File: config.mk
export PLATFORM = sky130hd
export DESIGN_NAME = morphle_conf_loader
export DESIGN_NICKNAME = d
export VERILOG_FILES = /design/src/rtl/morphle_pkg.sv /design/src/rtl/morphle_conf_fifo.sv /design/src/rtl/morphle_conf_loader.sv
export SDC_FILE = /design/constraint.sdc
export NUM_CORES = 1
export LEC_CHECK = 0
export ABC_AREA = 1
export BUFFER_PORTS_ARGS = -buffer_cell sky130_fd_sc_hd__buf_2
export CAP_MARGIN = 20
export CORE_MARGIN = 2
export CORE_UTILIZATION = 33
export CTS_BUF_LIST = sky130_fd_sc_hd__clkbuf_2 sky130_fd_sc_hd__clkbuf_4 sky130_fd_sc_hd__clkbuf_8
export DETAILED_ROUTE_END_ITERATION = 10
export RECOVER_POWER = 50
export SLEW_MARGIN = 40
export SYNTH_ARGS = -nofsm -noshare
export SYNTH_HDL_FRONTEND = slang
export SYNTH_SLANG_ARGS = --single-unit
File: constraint.sdc
create_clock -name wb_clk_i -period 1.3 [get_ports wb_clk_i]
set_input_delay 0.065 -clock wb_clk_i [delete_from_list [all_inputs] [get_ports wb_clk_i]]
set_output_delay 0.065 -clock wb_clk_i [all_outputs]
set_load 0.1 [all_outputs]
File: src/rtl/morphle_pkg.sv
// Shared definitions for the Morphle yblock configuration loader.
// MORPHLE_CONF_QUEUE_EN selects a 4-deep word queue; otherwise a single holding register.
package morphle_pkg;

  localparam logic [2:0] OFF_CTRL   = 3'd0;
  localparam logic [2:0] OFF_CONF   = 3'd1;
  localparam logic [2:0] OFF_STATUS = 3'd2;
  localparam logic [2:0] OFF_UIN    = 3'd3;
  localparam logic [2:0] OFF_UOUT   = 3'd4;
  localparam logic [2:0] OFF_CAPT   = 3'd5;

  localparam int unsigned STAT_BUSY     = 0;
  localparam int unsigned STAT_DONE     = 1;
  localparam int unsigned STAT_OVF      = 2;
  localparam int unsigned STAT_CNT_LSB  = 4;
  localparam int unsigned STAT_ROWS_LSB = 8;

`ifdef MORPHLE_CONF_QUEUE_EN
  localparam int unsigned QUEUE_DEPTH = 4;
`else
  localparam int unsigned QUEUE_DEPTH = 1;
`endif

  typedef enum logic [1:0] {
    ST_IDLE  = 2'd0,
    ST_SETUP = 2'd1,
    ST_HIGH  = 2'd2,
    ST_HOLD  = 2'd3
  } state_e;

  // Replace the byte lanes of old_v selected by sel with those of new_v.
  function automatic logic [31:0] byte_merge(input logic [31:0] old_v,
                                             input logic [31:0] new_v,
                                             input logic [3:0]  sel);
    logic [31:0] v;
    v = old_v;
    for (int i = 0; i < 4; i++) begin
      if (sel[i]) v[8*i +: 8] = new_v[8*i +: 8];
    end
    return v;
  endfunction

endpackage

File: src/rtl/morphle_conf_fifo.sv
// Word queue feeding the shift FSM: circular FIFO with MORPHLE_CONF_QUEUE_EN,
// otherwise a single holding register. A push while full is dropped.
module morphle_conf_fifo #(
  parameter int unsigned WIDTH = 16,
  parameter int unsigned DEPTH = 4,
  parameter int unsigned CW    = $clog2(DEPTH + 1)
) (
  input  logic             i_clk,
  input  logic             i_rst,
  input  logic             i_push,
  input  logic             i_pop,
  input  logic             i_flush,
  input  logic [WIDTH-1:0] i_data,
  output logic [WIDTH-1:0] o_head_c,
  output logic             o_full_c,
  output logic             o_empty_c,
  output logic [CW-1:0]    o_count
);

`ifdef MORPHLE_CONF_QUEUE_EN
  localparam int unsigned PW = (DEPTH > 1) ? $clog2(DEPTH) : 1;

  logic [WIDTH-1:0] r_mem [DEPTH];
  logic [PW-1:0]    r_wptr;
  logic [PW-1:0]    r_rptr;
  logic [CW-1:0]    r_cnt;
  logic             w_do_push;
  logic             w_do_pop;

  function automatic logic [PW-1:0] ptr_inc(input logic [PW-1:0] p);
    return (p == PW'(DEPTH - 1)) ? '0 : p + PW'(1);
  endfunction

  assign o_full_c  = (r_cnt == CW'(DEPTH));
  assign o_empty_c = (r_cnt == '0);
  assign o_count   = r_cnt;
  assign o_head_c  = r_mem[r_rptr];
  assign w_do_push = i_push & ~o_full_c;
  assign w_do_pop  = i_pop & ~o_empty_c;

  always_ff @(posedge i_clk) begin
    if (i_rst) begin
      r_wptr <= '0;
      r_rptr <= '0;
      r_cnt  <= '0;
    end else if (i_flush) begin
      r_wptr <= '0;
      r_rptr <= '0;
      r_cnt  <= '0;
    end else begin
      if (w_do_push) r_wptr <= ptr_inc(r_wptr);
      if (w_do_pop)  r_rptr <= ptr_inc(r_rptr);
      case ({w_do_push, w_do_pop})
        2'b10:   r_cnt <= r_cnt + CW'(1);
        2'b01:   r_cnt <= r_cnt - CW'(1);
        default: r_cnt <= r_cnt;
      endcase
    end
  end

  // Storage carries no reset; only the pointers define validity.
  always_ff @(posedge i_clk) begin
    if (w_do_push && !i_flush && !i_rst) r_mem[r_wptr] <= i_data;
  end
`else
  logic [WIDTH-1:0] r_data;
  logic             r_valid;

  assign o_full_c  = (CW'(r_valid) == CW'(DEPTH));
  assign o_empty_c = ~r_valid;
  assign o_count   = CW'(r_valid);
  assign o_head_c  = r_data;

  always_ff @(posedge i_clk) begin
    if (i_rst) begin
      r_valid <= 1'b0;
      r_data  <= '0;
    end else if (i_flush) begin
      r_valid <= 1'b0;
    end else if (i_pop && r_valid) begin
      r_valid <= 1'b0;
    end else if (i_push && !r_valid) begin
      r_valid <= 1'b1;
      r_data  <= i_data;
    end
  end
`endif

endmodule

File: src/rtl/morphle_conf_loader.sv
// Wishbone slave turning CONF writes into timed cbitin/confclk row shifts for a yblock.
// Build option: MORPHLE_CONF_QUEUE_EN (4-entry word queue instead of one holding register).
module morphle_conf_loader
  import morphle_pkg::*;
#(
  parameter int unsigned BLOCKWIDTH  = 16,
  parameter int unsigned BLOCKHEIGHT = 16,
  parameter int unsigned PHASE       = 2
) (
  input  logic                    wb_clk_i,
  input  logic                    wb_rst_i,
  input  logic                    wbs_stb_i,
  input  logic                    wbs_cyc_i,
  input  logic                    wbs_we_i,
  input  logic [3:0]              wbs_sel_i,
  input  logic [31:0]             wbs_dat_i,
  input  logic [31:0]             wbs_adr_i,
  output logic                    wbs_ack_o,
  output logic [31:0]             wbs_dat_o,
  output logic                    reset,
  output logic                    confclk,
  output logic [BLOCKWIDTH-1:0]   cbitin,
  input  logic [BLOCKWIDTH-1:0]   cbitout,
  output logic [2*BLOCKWIDTH-1:0] uin,
  input  logic [2*BLOCKWIDTH-1:0] uout
);

  localparam int unsigned UW = 2 * BLOCKWIDTH;
  localparam int unsigned RW = $clog2(BLOCKHEIGHT + 1);
  localparam int unsigned TW = 4;
  localparam int unsigned CW = $clog2(QUEUE_DEPTH + 1);

  state_e                r_state;
  state_e                w_next;
  logic [TW-1:0]         r_tmr;
  logic                  r_ack;
  logic [31:0]           r_dat;
  logic                  r_ctrl;
  logic                  r_abort;
  logic                  r_confclk;
  logic                  r_done;
  logic                  r_ovf;
  logic [BLOCKWIDTH-1:0] r_cbitin;
  logic [BLOCKWIDTH-1:0] r_capt;
  logic [UW-1:0]         r_uin;
  logic [RW-1:0]         r_rows;

  logic                  w_acc;
  logic                  w_wr;
  logic                  w_rd;
  logic [2:0]            w_off;
  logic                  w_ctrl_wr;
  logic                  w_conf_wr;
  logic                  w_stat_wr;
  logic                  w_uin_wr;
  logic                  w_pop;
  logic                  w_full;
  logic                  w_empty;
  logic                  w_tmr_last;
  logic                  w_row_done;
  logic                  w_busy;
  logic [BLOCKWIDTH-1:0] w_head;
  logic [CW-1:0]         w_cnt;
  logic [31:0]           w_rdata;
  logic                  w_unused_adr;

  assign w_acc     = wbs_cyc_i & wbs_stb_i & ~r_ack;
  assign w_wr      = w_acc & wbs_we_i;
  assign w_rd      = w_acc & ~wbs_we_i;
  assign w_off     = wbs_adr_i[4:2];
  assign w_ctrl_wr = w_wr & (w_off == OFF_CTRL);
  assign w_conf_wr = w_wr & (w_off == OFF_CONF);
  assign w_stat_wr = w_wr & (w_off == OFF_STATUS);
  assign w_uin_wr  = w_wr & (w_off == OFF_UIN);
  assign w_unused_adr = ^{wbs_adr_i[31:5], wbs_adr_i[1:0]};

  assign w_tmr_last = (r_tmr == TW'(PHASE - 1));
  assign w_row_done = (r_state == ST_HOLD) & w_tmr_last & ~r_abort;
  assign w_busy     = (r_state != ST_IDLE) | ~w_empty;

  morphle_conf_fifo #(
    .WIDTH (BLOCKWIDTH),
    .DEPTH (QUEUE_DEPTH),
    .CW    (CW)
  ) u_fifo (
    .i_clk     (wb_clk_i),
    .i_rst     (wb_rst_i),
    .i_push    (w_conf_wr),
    .i_pop     (w_pop),
    .i_flush   (r_abort),
    .i_data    (BLOCKWIDTH'(wbs_dat_i[15:0])),
    .o_head_c  (w_head),
    .o_full_c  (w_full),
    .o_empty_c (w_empty),
    .o_count   (w_cnt)
  );

  // Shift FSM next state; an abort wins over every phase transition.
  always_comb begin
    w_next = r_state;
    w_pop  = 1'b0;
    if (r_abort) begin
      w_next = ST_IDLE;
    end else begin
      case (r_state)
        ST_IDLE: begin
          if (!w_empty && !r_ctrl) begin
            w_next = ST_SETUP;
            w_pop  = 1'b1;
          end
        end
        ST_SETUP: if (w_tmr_last) w_next = ST_HIGH;
        ST_HIGH:  if (w_tmr_last) w_next = ST_HOLD;
        ST_HOLD:  if (w_tmr_last) w_next = ST_IDLE;
        default:  w_next = ST_IDLE;
      endcase
    end
  end

  always_comb begin
    w_rdata = '0;
    case (w_off)
      OFF_CTRL:   w_rdata[0] = r_ctrl;
      OFF_STATUS: begin
        w_rdata[STAT_BUSY]               = w_busy;
        w_rdata[STAT_DONE]               = r_done;
        w_rdata[STAT_OVF]                = r_ovf;
        w_rdata[STAT_CNT_LSB +: 4]       = 4'(w_cnt);
        w_rdata[STAT_ROWS_LSB +: 5]      = 5'(r_rows);
      end
      OFF_UIN:    w_rdata = 32'(r_uin);
      OFF_UOUT:   w_rdata = 32'(uout);
      OFF_CAPT:   w_rdata = 32'(r_capt);
      default:    w_rdata = '0;
    endcase
  end

  always_ff @(posedge wb_clk_i) begin
    if (wb_rst_i) begin
      r_state   <= ST_IDLE;
      r_tmr     <= '0;
      r_ack     <= 1'b0;
      r_dat     <= '0;
      r_ctrl    <= 1'b1;
      r_abort   <= 1'b0;
      r_confclk <= 1'b0;
      r_cbitin  <= '0;
      r_capt    <= '0;
      r_uin     <= '0;
      r_rows    <= '0;
      r_done    <= 1'b0;
      r_ovf     <= 1'b0;
    end else begin
      r_ack   <= w_acc;
      r_dat   <= w_rd ? w_rdata : '0;
      r_abort <= w_ctrl_wr & wbs_sel_i[0] & wbs_dat_i[0];
      if (w_ctrl_wr && wbs_sel_i[0]) r_ctrl <= wbs_dat_i[0];
      if (w_uin_wr) r_uin <= UW'(byte_merge(32'(r_uin), wbs_dat_i, wbs_sel_i));

      r_state   <= w_next;
      r_tmr     <= (w_next == r_state && r_state != ST_IDLE) ? r_tmr + TW'(1) : '0;
      r_confclk <= (w_next == ST_HIGH);
      if (w_pop) r_cbitin <= w_head;
      if (r_state == ST_SETUP && w_next == ST_HIGH) r_capt <= cbitout;

      // STATUS writes clear the sticky flags and the row count.
      if (w_stat_wr) begin
        r_rows <= '0;
        r_done <= 1'b0;
        r_ovf  <= 1'b0;
      end else begin
        if (w_row_done && r_rows != RW'(BLOCKHEIGHT)) r_rows <= r_rows + RW'(1);
        if (w_row_done && r_rows == RW'(BLOCKHEIGHT - 1)) r_done <= 1'b1;
        if (w_conf_wr && w_full) r_ovf <= 1'b1;
      end
    end
  end

  assign wbs_ack_o = r_ack;
  assign wbs_dat_o = r_dat;
  assign reset     = r_ctrl;
  assign confclk   = r_confclk;
  assign cbitin    = r_cbitin;
  assign uin       = r_uin;

endmodule

* Yosys cells after proc, flatten, opt, wreduce, memory -nomap -nowiden
Cells that the tools add are included.
Widths: inputs -> output; s select.
** Cells by class
- Bitwise logic cells :: 19
- Multiplexer cells :: 14
- Equal/unequal tests :: 13
- Reduce and logical (&&, ||, !) cells :: 23
- Add/subtract/negate cells :: 2
** Operator list (number)
- $pmux 19 s3 :: 1
- $pmux 9 s4 :: 1
- $pmux 2 s4 :: 2
- $and 1x1->1 :: 12
- $mux 2 :: 5
- $logic_and 1x1->1 :: 9
- $reduce_and 2->1 :: 4
- $eq 2x2->1 const B :: 3
- $eq 3x2->1 const B :: 2
- $eq 3x3->1 const B :: 2
- $not 1->1 :: 6
- $reduce_or 2->1 :: 3
- $add 5x1->5 const B :: 1
- $eq 5x4->1 const B :: 1
- $ne 5x5->1 const B :: 1
- $pmux 1 s5 :: 1
- $add 4x1->4 const B :: 1
- $eq 4x1->1 const B :: 1
- $eq 3x1->1 const B :: 1
- $logic_not 3->1 :: 1
- $mux 1 :: 3
- $pmux 1 s3 :: 1
- $reduce_and 3->1 :: 1
- $reduce_or 3->1 :: 1
- other kinds (6) :: 7
** Word-level totals
- Output and inout port bits :: 83
- Bits of input ports :: 121
- Flip-flop bits (word level) :: 130
- Word-level logic and storage cells :: 89

* Longest topological paths before layout
- Word-level depth :: 9
- Mapped depth :: 8
- Gate-level depth less buffers :: 7

* Modules after synthesis
Synthesis repeated with hierarchy kept, for this count alone.
** Second synthesis, totals
- Cell total of the unflattened synthesis :: 790
- Area, all modules :: 5674.2 sq um
** By module, submodules not included
- morphle_conf_loader :: cells each 680, area each 4946.0 sq um, times used 1, seq. area each 2262.2 sq um
- morphle_conf_fifo :: cells each 110, area each 728.2 sq um, times used 1, seq. area each 340.3 sq um

* Worst setup path after synthesis
OpenSTA, ideal clock, no wires.
- Kind :: reg2reg
- From :: register r_ack (netlist: wbs_ack_o)
- To :: register r_uin[16] (netlist: uin[16])
- Required time :: 1.234 ns
- Path slack :: -0.475 ns
- Arrival :: 1.709 ns
- Stages on the path, launching flop included :: 8
- Clock period less this slack :: 1.775 ns
- Setup time :: 0.066 ns
- Path buffers :: 1
- Cells stage by stage :: dfxtp_1 inv_1 nand4_4 nor2_8 buf_4 nand3b_1 nand2_1 nor2_1
** Between the ends
- Cells in the longest elaborated chain, start to end :: 5
** RTL lines
- start, declared :: RTL line morphle_conf_loader.sv:36 : logic r_ack;
- start signal, assigned :: RTL line morphle_conf_loader.sv:154 : r_ack <= w_acc;
- $not 1->1 :: RTL line morphle_conf_loader.sv:67 : assign w_acc = wbs_cyc_i & wbs_stb_i & ~r_ack;
- $and 1x1->1 :: RTL line morphle_conf_loader.sv:67
- $and 1x1->1 :: RTL line morphle_conf_loader.sv:68 : assign w_wr = w_acc & wbs_we_i;
- $and 1x1->1 :: RTL line morphle_conf_loader.sv:74 : assign w_uin_wr = w_wr & (w_off == OFF_UIN);
- $reduce_and 2->1 (no line)
- end signal, assigned :: RTL line morphle_conf_loader.sv:158 : if (w_uin_wr) r_uin <= UW'(byte_merge(32'(r_uin), wbs_dat_i, wbs_sel_i));
- end, declared :: RTL line morphle_conf_loader.sv:45 : logic [UW-1:0] r_uin;
Every way passes these cells.
A chain may end at the register's enable or synchronous reset.

* Final worst setup path
- From :: register r_tmr[1]
- To :: register r_capt[5]
** Between the ends
- Cells in the longest elaborated chain, start to end :: 6
- Elaborated cells on any way between the ends :: 8
- Those cells by class :: eq/ne: 2; mux: 5; reduce/logical: 1
** RTL lines
- start, declared :: RTL line morphle_conf_loader.sv:35 : logic [TW-1:0] r_tmr;
- start signal, assigned :: RTL line morphle_conf_loader.sv:161 : r_tmr <= (w_next == r_state && r_state != ST_IDLE) ? r_tmr + TW'(1) : '0;
- $eq 4x1->1 * :: RTL line morphle_conf_loader.sv:77 : assign w_tmr_last = (r_tmr == TW'(PHASE - 1));
- $mux 2, on equally long branches :: RTL line morphle_conf_loader.sv:114, morphle_conf_loader.sv:112, morphle_conf_loader.sv:113
- $pmux 2 s4 * :: RTL line morphle_conf_loader.sv:105 : case (r_state)
- $mux 2 * :: RTL line morphle_conf_loader.sv:102 : if (r_abort) begin
- $eq 2x2->1 * :: RTL line morphle_conf_loader.sv:164 : if (r_state == ST_SETUP && w_next == ST_HIGH) r_capt <= cbitout;
- $logic_and 1x1->1 * :: RTL line morphle_conf_loader.sv:164
- end signal, assigned :: RTL line morphle_conf_loader.sv:164
- end, declared :: RTL line morphle_conf_loader.sv:44 : logic [BLOCKWIDTH-1:0] r_capt;
Mark *: on every way between the ends. The rest lies on a longest branch, timed or not.

==> flow_summary.ini <==
[placed_design]
post-dp-hpwl_um = 11600
finalWeightedCongestion = 0.822
placed_area_um2 = 6920
portBuffers = 174

[synthesis]
netlist_instances = 779
ys.flop_type = dfxtp_1
synth_most_common_cell = nand2_1
synth_enable_flop_cells = 0
syn-num-nets = 905
yosys-top-cells-count = 191 x nand2_1, 151 x nor2_1, 130 x dfxtp_1, 78 x inv_1, 60 x nand3_1
yosysUniqueCellTypes = 33
synth_fa_ha_area_share_pct = 1.12
seq_area_frac_synth_pct = 46.5
ys_ff_latch = 130
yosys.area.top_type = dfxtp_1
yosysWarnings = 0
synth_compound_area_share_pct = 7.36
synth.area.top_cells = dfxtp_1 47%, nand2_1 13%, nor2_1 10%, nand3_1 5.4%, inv_1 5.2%
synth_xor_area_share_pct = 0.469
synthSimpleGateAreaFrac_pct = 35.0
synth_top_family_by_area = simple AND/OR/NAND/NOR gates
postSynth.asyncResetShare_pct = 0
muxShareOfSynthArea_pct = 0
yosys.area.top_type_share_pct = 46.5
synth_area_um2 = 5600
syn_area_per_cell_um2 = 7.18

[floorplanning]
die_h_um = 134
core-area_um2 = 16600
row_count = 47
die_w_um = 134
start_util_pct = 33.7
ios = 204
fp.dieArea_um2 = 18000

[clock_network]
root_buffer = clkbuf_8
cts_tree = yes
clk_latency_ns = 0.45
clockBufferDepth = 2
numCtsBuffers = 17
htree_num_levels = 4
cts.clk_slew.worst_paths_ns = 0.07
cts.sink_count = 130

[finish]
antenna_cells = 0
syn2layout_area_growth_pct = 57.4
design_area_um2 = 8810
final_core_util_pct = 53.1
drive_above_1_share_pct = 34.0
seq_area_um2 = 2640
nNetsFinal = 1190
multi_input_area_um2 = 2760
num-fill-cells = 1634

[pwr]
total_leakage_power_nw = 4.01
ir_drop_mv = 0.574
cellPowerDensity_nw_per_um2 = 909
p_total_mw = 8.01

[worst_setup_path]
critPathBufInv = 3
cp_slowest_cell = dfxtp_2
critPathCaptureType = register
cp_slowest_stage_delay_ns = 0.32
worstPathArrival_ns = 1.67
crit_type = register to register
required_ns = 1.64
path_cells = inv_2 -> ha_4 -> nand3_4 -> nor3_4 -> buf_6 -> buf_8 -> nand2_1 -> nand2_1 -> nor2_1
cpMostUsedCell = nand2_1
crit_fanout = 8
cp_top_family = simple AND/OR/NAND/NOR gates
start_kind = register

[sta]
min_period_over_period_pct = 103
final_hold_viol_count = 0
max_clock_freq_ghz = 0.749
relSlewSlack_pct = 67.0
report.final.setup_viol = 11
worst_pin_slew_ns = 0.498
rsz0062_at_grt = true
setup-tns-final_ns = -0.158
setup_slack_ns = -0.0347
timing.hold.ws_ns = 0.0430
drv_slew = 0
finalCriticalPeriod_ns = 1.33
fin_worst_skew_ns = 0.0129

[grt]
overflow = 0
grt_max_degree = 56
antenna_found_initial = 0
grt_pass1_vias = 5694
grt_pass1_wl_um = 27300
grtUsageTotal_pct = 19.2

[detailed_routing]
detail-route-antenna-nets = 0
dr.first_iter.drc_count = 226
dr_total_vias = 5906
wl_um = 17700
drt-pass1-iter-count = 5
vias_per_cell = 4.56
drc = 0
wl_per_cell_um = 13.7

[flow_run]
cap_violations = 0

[hold_path]
min_path_type = input pin to register

[outcome]
outcome = finished, violations left
violations = setup timing
final timing paths:
path | startpoint | to | slack (ns) | cells after the start
max reg2reg | r_tmr[1]$_SDFF_PP0_ | r_capt[5]$_SDFFE_PP0P_ | -0.03 | 9
max | r_tmr[1]$_SDFF_PP0_ | r_capt[5]$_SDFFE_PP0P_ | -0.03 | 9
min | wbs_adr_i[3] | r_abort$_SDFF_PP0_ | 0.04 | 4
min reg2reg | cbitin[12]$_SDFFE_PP0P_ | cbitin[12]$_SDFFE_PP0P_ | 0.44 | 2
repair_timing:
item,CTS,global route
cloned,2,5
setup endpoints to repair,62,127
hold buffers,86,0
pin swaps,4,19
hold endpoints to repair,98,0
setup buffers,2,4
gates resized for setup,57,117
power breakdown:
| group | internal [mW] | total, mW | switching, mW |
|---|---|---|---|
| Sequential | 3.99 | 4.00 | 0.0133 |
| Combinational | 0.404 | 0.847 | 0.443 |
| Clock | 1.57 | 3.16 | 1.59 |
stage by stage:
stage / worst slack [ns] / std cells
2_1_floorplan: -0.0391 / 779
3_3_place_gp: -0.00681 / 1168
3_5_place_dp: -0.0438 / 1168
4_1_cts: -0.0362 / 1289
5_1_grt: -0.103 / 1296
6_report: -0.0347 / 1296
per-layer routing:
layer / GRT usage [%] / part of all wire [%] / vias to the layer above
met3: 5.67 / 6.2 / 37
met1: 22.3 / 43 / 2693
met5: 0 / 0 / -
met4: 7.37 / 2.7 / 0
met2: 33.2 / 48 / 180
li1: - / - / 2996
cell families after synthesis:
group           count (synthesis)
simple gates                  440
flops                         130
buf+inv                       120
compound gates                 81
fa+ha+maj                       5
xor+xnor                        3
worst reg2reg max path, delay by kind of cell, from the launching register on:
| family | cells | cell delay (ns) |
|---|---|---|
| simple gates | 5 | 0.39 |
| fa+ha+maj | 1 | 0.15 |
| buf+inv | 3 | 0.35 |
| flops | 1 | 0.32 |
layout make-up:
class                           count  share of cell area (%)
Clock buffer                       20                    2.98
Tap cell                          220                    3.12
Sequential cell                   130                    30.0
Clock inverter                     11                    1.02
Timing Repair Buffer              304                    27.9
Multi-Input combinational cell    529                    31.4
Inverter                           82                    3.58
state kept, by name (all words and copies together), names as in the netlist:
signal,flops
wbs_ack_o,1
u_fifo.o_head_c,16
r_state,2
wbs_dat_o,32
r_ovf,1
cbitin,16
r_tmr,4
r_capt,16
r_rows,5
uin,32
reset,1
u_fifo.o_count,1
confclk,1
r_abort,1
r_done,1
cell usage in the layout (no fill, tap or decap), types with 25 or more instances in the layout:
cell,Yosys,final
nor2_1,151,137
nand2_1,191,176
dlygate4sd3_1,0,85
a21oi_1,56,42
buf_2,7,115
nand3_2,1,25
buf_4,11,57
inv_1,78,74
nand3_1,60,35
dfxtp_1,130,107
(Power assumes the default switching activity.)
